===== src/rtl/vx_tc_rf_fetch.sv =====
// Tensor-core register-file fetch: reads up to MAX_REGS consecutive GPRs
// through the operand-stage side port and returns them as one response.
//
// Ports:
//   clk, reset        clock, synchronous active-high reset
//   req_*             request handshake: base address, register count, tag
//   tc_rf_valid/addr  side-port read strobe and address (one per cycle)
//   tc_rf_data        side-port read data, valid one cycle after the strobe
//   rsp_*             response handshake: data slots, count, tag
//   busy              high whenever the engine is not idle
module vx_tc_rf_fetch #(
    parameter int NUM_THREADS = 4,
    parameter int XLEN        = 32,
    parameter int RAM_ADDRW   = 8,
    parameter int MAX_REGS    = 8,
    parameter int TAG_W       = 4,
    localparam int CNT_W      = $clog2(MAX_REGS + 1),
    localparam int DW         = NUM_THREADS * XLEN
) (
    input  logic                   clk,
    input  logic                   reset,

    input  logic                   req_valid,
    output logic                   req_ready,
    input  logic [RAM_ADDRW-1:0]   req_base_addr,
    input  logic [CNT_W-1:0]       req_count,
    input  logic [TAG_W-1:0]       req_tag,

    output logic                   tc_rf_valid,
    output logic [RAM_ADDRW-1:0]   tc_rf_addr,
    input  logic [DW-1:0]          tc_rf_data,

    output logic                   rsp_valid,
    input  logic                   rsp_ready,
    output logic [MAX_REGS*DW-1:0] rsp_data,
    output logic [CNT_W-1:0]       rsp_count,
    output logic [TAG_W-1:0]       rsp_tag,

    output logic                   busy
);

    localparam int IDX_W = (MAX_REGS > 1) ? $clog2(MAX_REGS) : 1;
    localparam logic [CNT_W-1:0] MAX_CNT = CNT_W'(MAX_REGS);

    typedef enum logic [1:0] {
        IDLE  = 2'd0,
        FETCH = 2'd1,
        DRAIN = 2'd2,
        RESP  = 2'd3
    } state_t;

    state_t                       state;
    logic [RAM_ADDRW-1:0]         base;
    logic [IDX_W-1:0]             issue_idx;
    logic [IDX_W-1:0]             last_idx;
    logic                         rd_valid_d;
    logic [IDX_W-1:0]             rd_idx_d;
    logic [MAX_REGS-1:0][DW-1:0]  slots;

    logic [CNT_W-1:0]             eff_count;
    logic [IDX_W-1:0]             eff_last;

    // Requests asking for more than MAX_REGS are clamped, not rejected.
    always_comb begin
        eff_count = (req_count > MAX_CNT) ? MAX_CNT : req_count;
        eff_last  = IDX_W'(eff_count - CNT_W'(1));
    end

    always_ff @(posedge clk) begin
        if (reset) begin
            state      <= IDLE;
            base       <= '0;
            issue_idx  <= '0;
            last_idx   <= '0;
            rd_valid_d <= 1'b0;
            rd_idx_d   <= '0;
            rsp_count  <= '0;
            rsp_tag    <= '0;
            slots      <= '0;
        end else begin
            // Read data trails the strobe by one cycle; the delayed
            // valid/index pair steers it into its slot.
            rd_valid_d <= (state == FETCH);
            rd_idx_d   <= issue_idx;
            if (rd_valid_d) begin
                slots[rd_idx_d] <= tc_rf_data;
            end

            unique case (state)
                IDLE: begin
                    if (req_valid) begin
                        base      <= req_base_addr;
                        rsp_tag   <= req_tag;
                        rsp_count <= eff_count;
                        last_idx  <= eff_last;
                        issue_idx <= '0;
                        slots     <= '0;
                        state     <= (eff_count != '0) ? FETCH : RESP;
                    end
                end
                FETCH: begin
                    issue_idx <= issue_idx + IDX_W'(1);
                    if (issue_idx == last_idx) begin
                        state <= DRAIN;
                    end
                end
                DRAIN: begin
                    // Final beat lands at the end of this cycle.
                    state <= RESP;
                end
                RESP: begin
                    if (rsp_ready) begin
                        state <= IDLE;
                    end
                end
                default: state <= IDLE;
            endcase
        end
    end

    assign req_ready   = (state == IDLE);
    assign busy        = (state != IDLE);
    assign rsp_valid   = (state == RESP);
    assign tc_rf_valid = (state == FETCH);
    // Address wraps modulo 2^RAM_ADDRW; held at zero when idle.
    assign tc_rf_addr  = tc_rf_valid ? (base + RAM_ADDRW'(issue_idx)) : '0;
    assign rsp_data    = slots;

endmodule


===== config.mk =====
export PLATFORM = sky130hd
export DESIGN_NAME = vx_tc_rf_fetch
export DESIGN_NICKNAME = d
export VERILOG_FILES = /design/src/rtl/vx_tc_rf_fetch.sv
export SDC_FILE = /design/constraint.sdc
export NUM_CORES = 2
export LEC_CHECK = 0
export BUFFER_PORTS_ARGS = -buffer_cell sky130_fd_sc_hd__buf_4
export CAP_MARGIN = 20
export CELL_PAD_IN_SITES_DETAIL_PLACEMENT = 1
export CELL_PAD_IN_SITES_GLOBAL_PLACEMENT = 1
export CORE_AREA = 2 2 470 472
export DETAILED_ROUTE_END_ITERATION = 10
export DIE_AREA = 0 0 472 474
export HOLD_SLACK_MARGIN = 0.1
export PLACE_DENSITY = 0.44
export SYNTH_ARGS = -nofsm -noshare
export SYNTH_HDL_FRONTEND = slang
export SYNTH_SLANG_ARGS = --single-unit

===== constraint.sdc =====
create_clock -name clk -period 4.83 [get_ports clk]
set_input_delay 0.7245 -clock clk [delete_from_list [all_inputs] [get_ports clk]]
set_output_delay 0.7245 -clock clk [all_outputs]
set_load 0.05 [all_outputs]

After elaboration in Yosys (flattened, before gate mapping)
Cells that the tools add are included.

operators by class
  $add $sub $neg = 3
  order comparisons = 3
  equality and inequality tests = 7
  multiplexer cells = 15
  reductions and logical operators = 8

operator list
  operator                                                                              count
  1024-bit 2-to-1 mux                                                                   3
  1024-bit bitwise mux                                                                  1
  128-bit demux with 3-bit select                                                       1
  128-bit 2-to-1 mux                                                                    1
  8-bit by 3-bit adder with 8-bit output                                                1
  2-bit 2-to-1 mux                                                                      4
  8-bit 2-to-1 mux                                                                      1
  2-bit one-hot mux with 4 select lines                                                 1
  3-bit one-hot mux with 2 select lines                                                 1
  2-bit == test (second input constant)                                                 2
  4-bit > comparator (second input constant)                                            1
  3-bit by 4-bit less-than comparator with 1-bit output (second input constant)         1
  4-bit 2-to-1 mux                                                                      1
  2-bit by 1-bit inequality test with 1-bit output (second input constant)              2
  2-bit AND reduction                                                                   2
  2-bit nonzero test                                                                    2
  4-bit nonzero test                                                                    1
  3-bit by 1-bit adder with 3-bit output (second input constant)                        1
  3-bit == test                                                                         1
  3-bit by 1-bit greater-or-equal comparator with 1-bit output (second input constant)  1
  3-bit 2-to-1 mux                                                                      1
  3-bit AND reduction                                                                   1
  3-bit by 1-bit subtractor with 3-bit output (second input constant)                   1
  2-bit by 1-bit == test with 1-bit output (second input constant)                      1
  3 further kinds                                                                       3

storage, ports and cells
  flip-flop bits (word level) = 1052
  output and inout bits = 1044
  word-level logic and storage cells = 52

Longest topological paths before layout
  depth after elaboration = 8
  depth in mapped cells = 9

Worst setup path after synthesis
No wires, ideal clock.

  kind = register to output
  start = register state[1]
  end = output port tc_rf_addr[5]
  data arrival time = 2.387 ns
  required time = 4.106 ns
  path slack = 1.718 ns
  cell stages (with the launch flop) = 5
  path through = dfxtp_1 -> inv_1 -> ha_1 -> clkbuf_1 -> a21boi_0

between the ends
  cells in the longest elaborated chain, start to end = 2

ends and longest elaborated chain
  element                                   line  RTL
  start: declaration                        52    state_t state;
  start signal: assignment                  98    state <= (eff_count != '0) ? FETCH : RESP;
  2-bit by 1-bit == test with 1-bit output  124   assign tc_rf_valid = (state == FETCH);
  via tc_rf_valid                           29    output logic tc_rf_valid,
  8-bit 2-to-1 mux                          126   assign tc_rf_addr = tc_rf_valid ? (base + RAM_ADDRW'(issue_idx)) : '0;
  end: declaration                          30    output logic [RAM_ADDRW-1:0] tc_rf_addr,

The timed path passes the listed nets, and every way through them passes these cells.

Worst setup path after layout
  start = register issue_idx[1]
  end = output port tc_rf_addr[7]

between the ends
  cells in the longest elaborated chain, start to end = 2

ends and longest elaborated chain
  element                                 line  RTL
  start: declaration                      54    logic [IDX_W-1:0] issue_idx;
  start signal: assignment                102   issue_idx <= issue_idx + IDX_W'(1);
  8-bit by 3-bit adder with 8-bit output  126
  8-bit 2-to-1 mux                        126

No other way between the ends.

==> impl_metrics.json <==
{
  "status": "finished clean",
  "syn_to_final_growth_pct": 42.15,
  "met1_usage_pct": 22.34,
  "grt_usage_pct": 18.36,
  "p_switching_uw": 6506,
  "htree_levels": 4,
  "drive_above_1_share_pct": 25.55,
  "dp_hpwl_mm": 144.5,
  "grt_setup_unrepaired": "no",
  "grt_first_pass_wirelength_mm": 292.8,
  "tightest_slew_ns": 1.054,
  "start_kind": "flop",
  "pwr-share-seq_pct": 40.8,
  "ys_async_sr_fraction_pct": 0,
  "cts_tree": "built",
  "clkSinkCount": 1052,
  "maxSlewHeadroom_pct": 29.70,
  "num_vias": 35915,
  "nets": 5813,
  "synth_edf_count": 0,
  "ios": 1192,
  "antenna_left": 0,
  "layout_setup_ws_ns": 1.413,
  "finalCriticalPeriod_ns": 3.417,
  "port_buffers": 1191,
  "synth_top_cell_area_share_pct": 56.79,
  "start_util_pct": 16.96,
  "vdd_ir_drop_max_mv": 0.2933,
  "clock_skew_ns": 0.03755,
  "routedWlPerCell_um": 24.75,
  "arrival_ns": 2.69,
  "core_area_sq_um": 218700,
  "syn-num-nets": 4885,
  "syn-cell-area_sq_um": 37080,
  "critPathSlowestCell": "dfxtp_1",
  "cts_resized": 0,
  "slew_violations": 0,
  "synth_seq_area_share_pct": 56.79,
  "p_int_uw": 15440,
  "place_ws_ns": 2.051,
  "die_area_sq_um": 223700,
  "p_leak_uw": 0.01956,
  "syn_inst": 4726,
  "die_w_um": 472,
  "hold_violations": 0,
  "clkPwrFrac_pct": 47.2,
  "period_share_pct": 70.75,
  "ys_warn_count": 0,
  "fp.dieH_um": 474,
  "layout_commonest_cell": "nand2_1",
  "maxCapViolCount": 0,
  "min_path_type": "in2reg",
  "first_iter_violations": 2046,
  "crit_chain": "ha_1 > a21o_1 > a21oi_1 > o21ai_0 > a21boi_0 > buf_4",
  "top_usage_layer": "met2",
  "firstDrtPassIters": 5,
  "clk_path_buf_depth": 3,
  "ys_seq_elements": 1052,
  "totalWireLength_mm": 213.8,
  "antenna_found_initial": 16,
  "finalWeightedCongestion": 0.7661,
  "multiInputGateArea_sq_um": 13770,
  "gr-usage-met3_pct": 6.298,
  "cpPeakStageDelay_ns": 0.49,
  "cts_buffers": 136,
  "gr-total-overflow": 0,
  "use_met2_pct": 29.36,
  "synth.distinct_cells": 32,
  "post_cts_buffers": 0,
  "ff_latch_area_sq_um": 21060,
  "power_frac_comb_pct": 12.0,
  "fin_setup_tns_ns": 0,
  "critical_path_class": "reg2out",
  "endpoint_kind": "output pin",
  "cts-root-buf": "clkbuf_16",
  "avgSynthCellArea_sq_um": 7.847,
  "power_density_nw_per_um2": 416.4,
  "most-common-layout-cells": "nand2_1, buf_4, dfxtp_1",
  "synth_top_area_cell": "dfxtp_1",
  "swShare_pct": 29.64,
  "grt_pass1_vias": 35947,
  "fill_cells": 25967,
  "synth-main-ff-cell": "dfxtp_1",
  "synthTopCellsByArea": "dfxtp_1, nand2_1, a21oi_1, buf_2, buf_4",
  "cpLargestDelayFamily": "compound AO/OA/AOI/OAI gates",
  "cts.clk_slew.worst_paths_ns": 0.06,
  "grt_start_max_net_pins": 145,
  "setup_viol": 0,
  "drc": 0,
  "crit_fanout": 6,
  "fp-row-count": 172,
  "max_freq_mhz": 292.6,
  "clkLatencyLatePin_ns": 0.81,
  "crit_required_ns": 4.11,
  "path_buf_inv": 1,
  "vias_per_cell": 4.157
}
-- per-stage QoR --
stage | cell area [sq um] | hold WS (ns) | instances | total power, uW | util (%)
after floorplan | 37080 | 0.4446 | 4726 | 10750 | -
after global placement | 48090 | 0.4426 | 8375 | 11830 | 21.99
after detailed placement | 48090 | 0.4474 | 8375 | 11840 | 21.99
after CTS | 52690 | 0.1224 | 8629 | 22400 | 24.10
after global routing | 52700 | 0.1846 | 8634 | 22860 | 24.10
final | 52710 | 0.2210 | 8639 | 21950 | 24.11
-- state kept, by name, indices dropped and copies added, names as in the netlist --
signal      flops
rd_valid_d      1
last_idx        3
rsp_data     1024
rsp_count       4
state           2
issue_idx       3
rd_idx_d        3
rsp_tag         4
base            8
-- cells by family after synthesis --
family                   synth area share, %
XOR/XNOR                              0.1653
adder cells (fa/ha/maj)               0.3914
buffers and inverters                  6.431
AND/OR/NAND/NOR                        21.64
AO/OA/AOI/OAI                          14.58
flip-flops                             56.79
-- power by group through the flow --
stage / clock (uW) / combinational [uW] / sequential, uW
after global placement: 0 / 2690 / 9140
after CTS: 10700 / 2710 / 8960
after floorplan: 0 / 1210 / 9550
after detailed placement: 0 / 2690 / 9150
final: 10400 / 2640 / 8960
after global routing: 11100 / 2820 / 8970
-- worst paths after layout --
check | startpoint | end | slack, ns | depth (start not counted)
max | issue_idx[1]$_SDFFE_PP0P_ | tc_rf_addr[7] | 1.41 | 6
min | reset | state[0]$_SDFFE_PP0P_ | 0.22 | 2
max reg2reg | state[0]$_SDFFE_PP0P_ | rsp_data[835]$_SDFF_PP0_ | 2.06 | 6
min reg2reg | rsp_data[352]$_SDFF_PP0_ | rsp_data[352]$_SDFF_PP0_ | 0.45 | 2
-- cell type report --
cell class              instances  share of cell area (%)
diodes                         10                 0.04747
inverters                       5                 0.03560
clock inverters                35                  0.8640
multi-input cells            3197                   26.13
repair buffers               1262                   18.53
clock buffers                 207                   7.631
well taps                    2871                   6.814
flip-flops and latches       1052                   39.95
-- per-layer routing --
| metal | wire, um | vias up |
|---|---|---|
| met1 | 89900 | 17668 |
| li1 | - | 16888 |
| met3 | 17130 | 279 |
| met4 | 9086 | 2 |
| met2 | 97670 | 1078 |
| met5 | 11 | - |
-- cell usage after synthesis (10+ instances only) --
master and number:
ha_1 10, nor2b_1 12, o21ai_0 10, buf_4 42
nand2_1 2061, nor2_1 14, buf_2 341, dfxtp_1 1052
clkbuf_1 70, buf_1 11, a21oi_1 1032, a22o_1 13
-- timing repair --
action | CTS | global route
hold endpoints to repair | 12 | 0
hold buffers | 12 | 0
endpoints found under the setup margin | 0 | 0
Note: power is estimated with default switching activity, not from simulation.
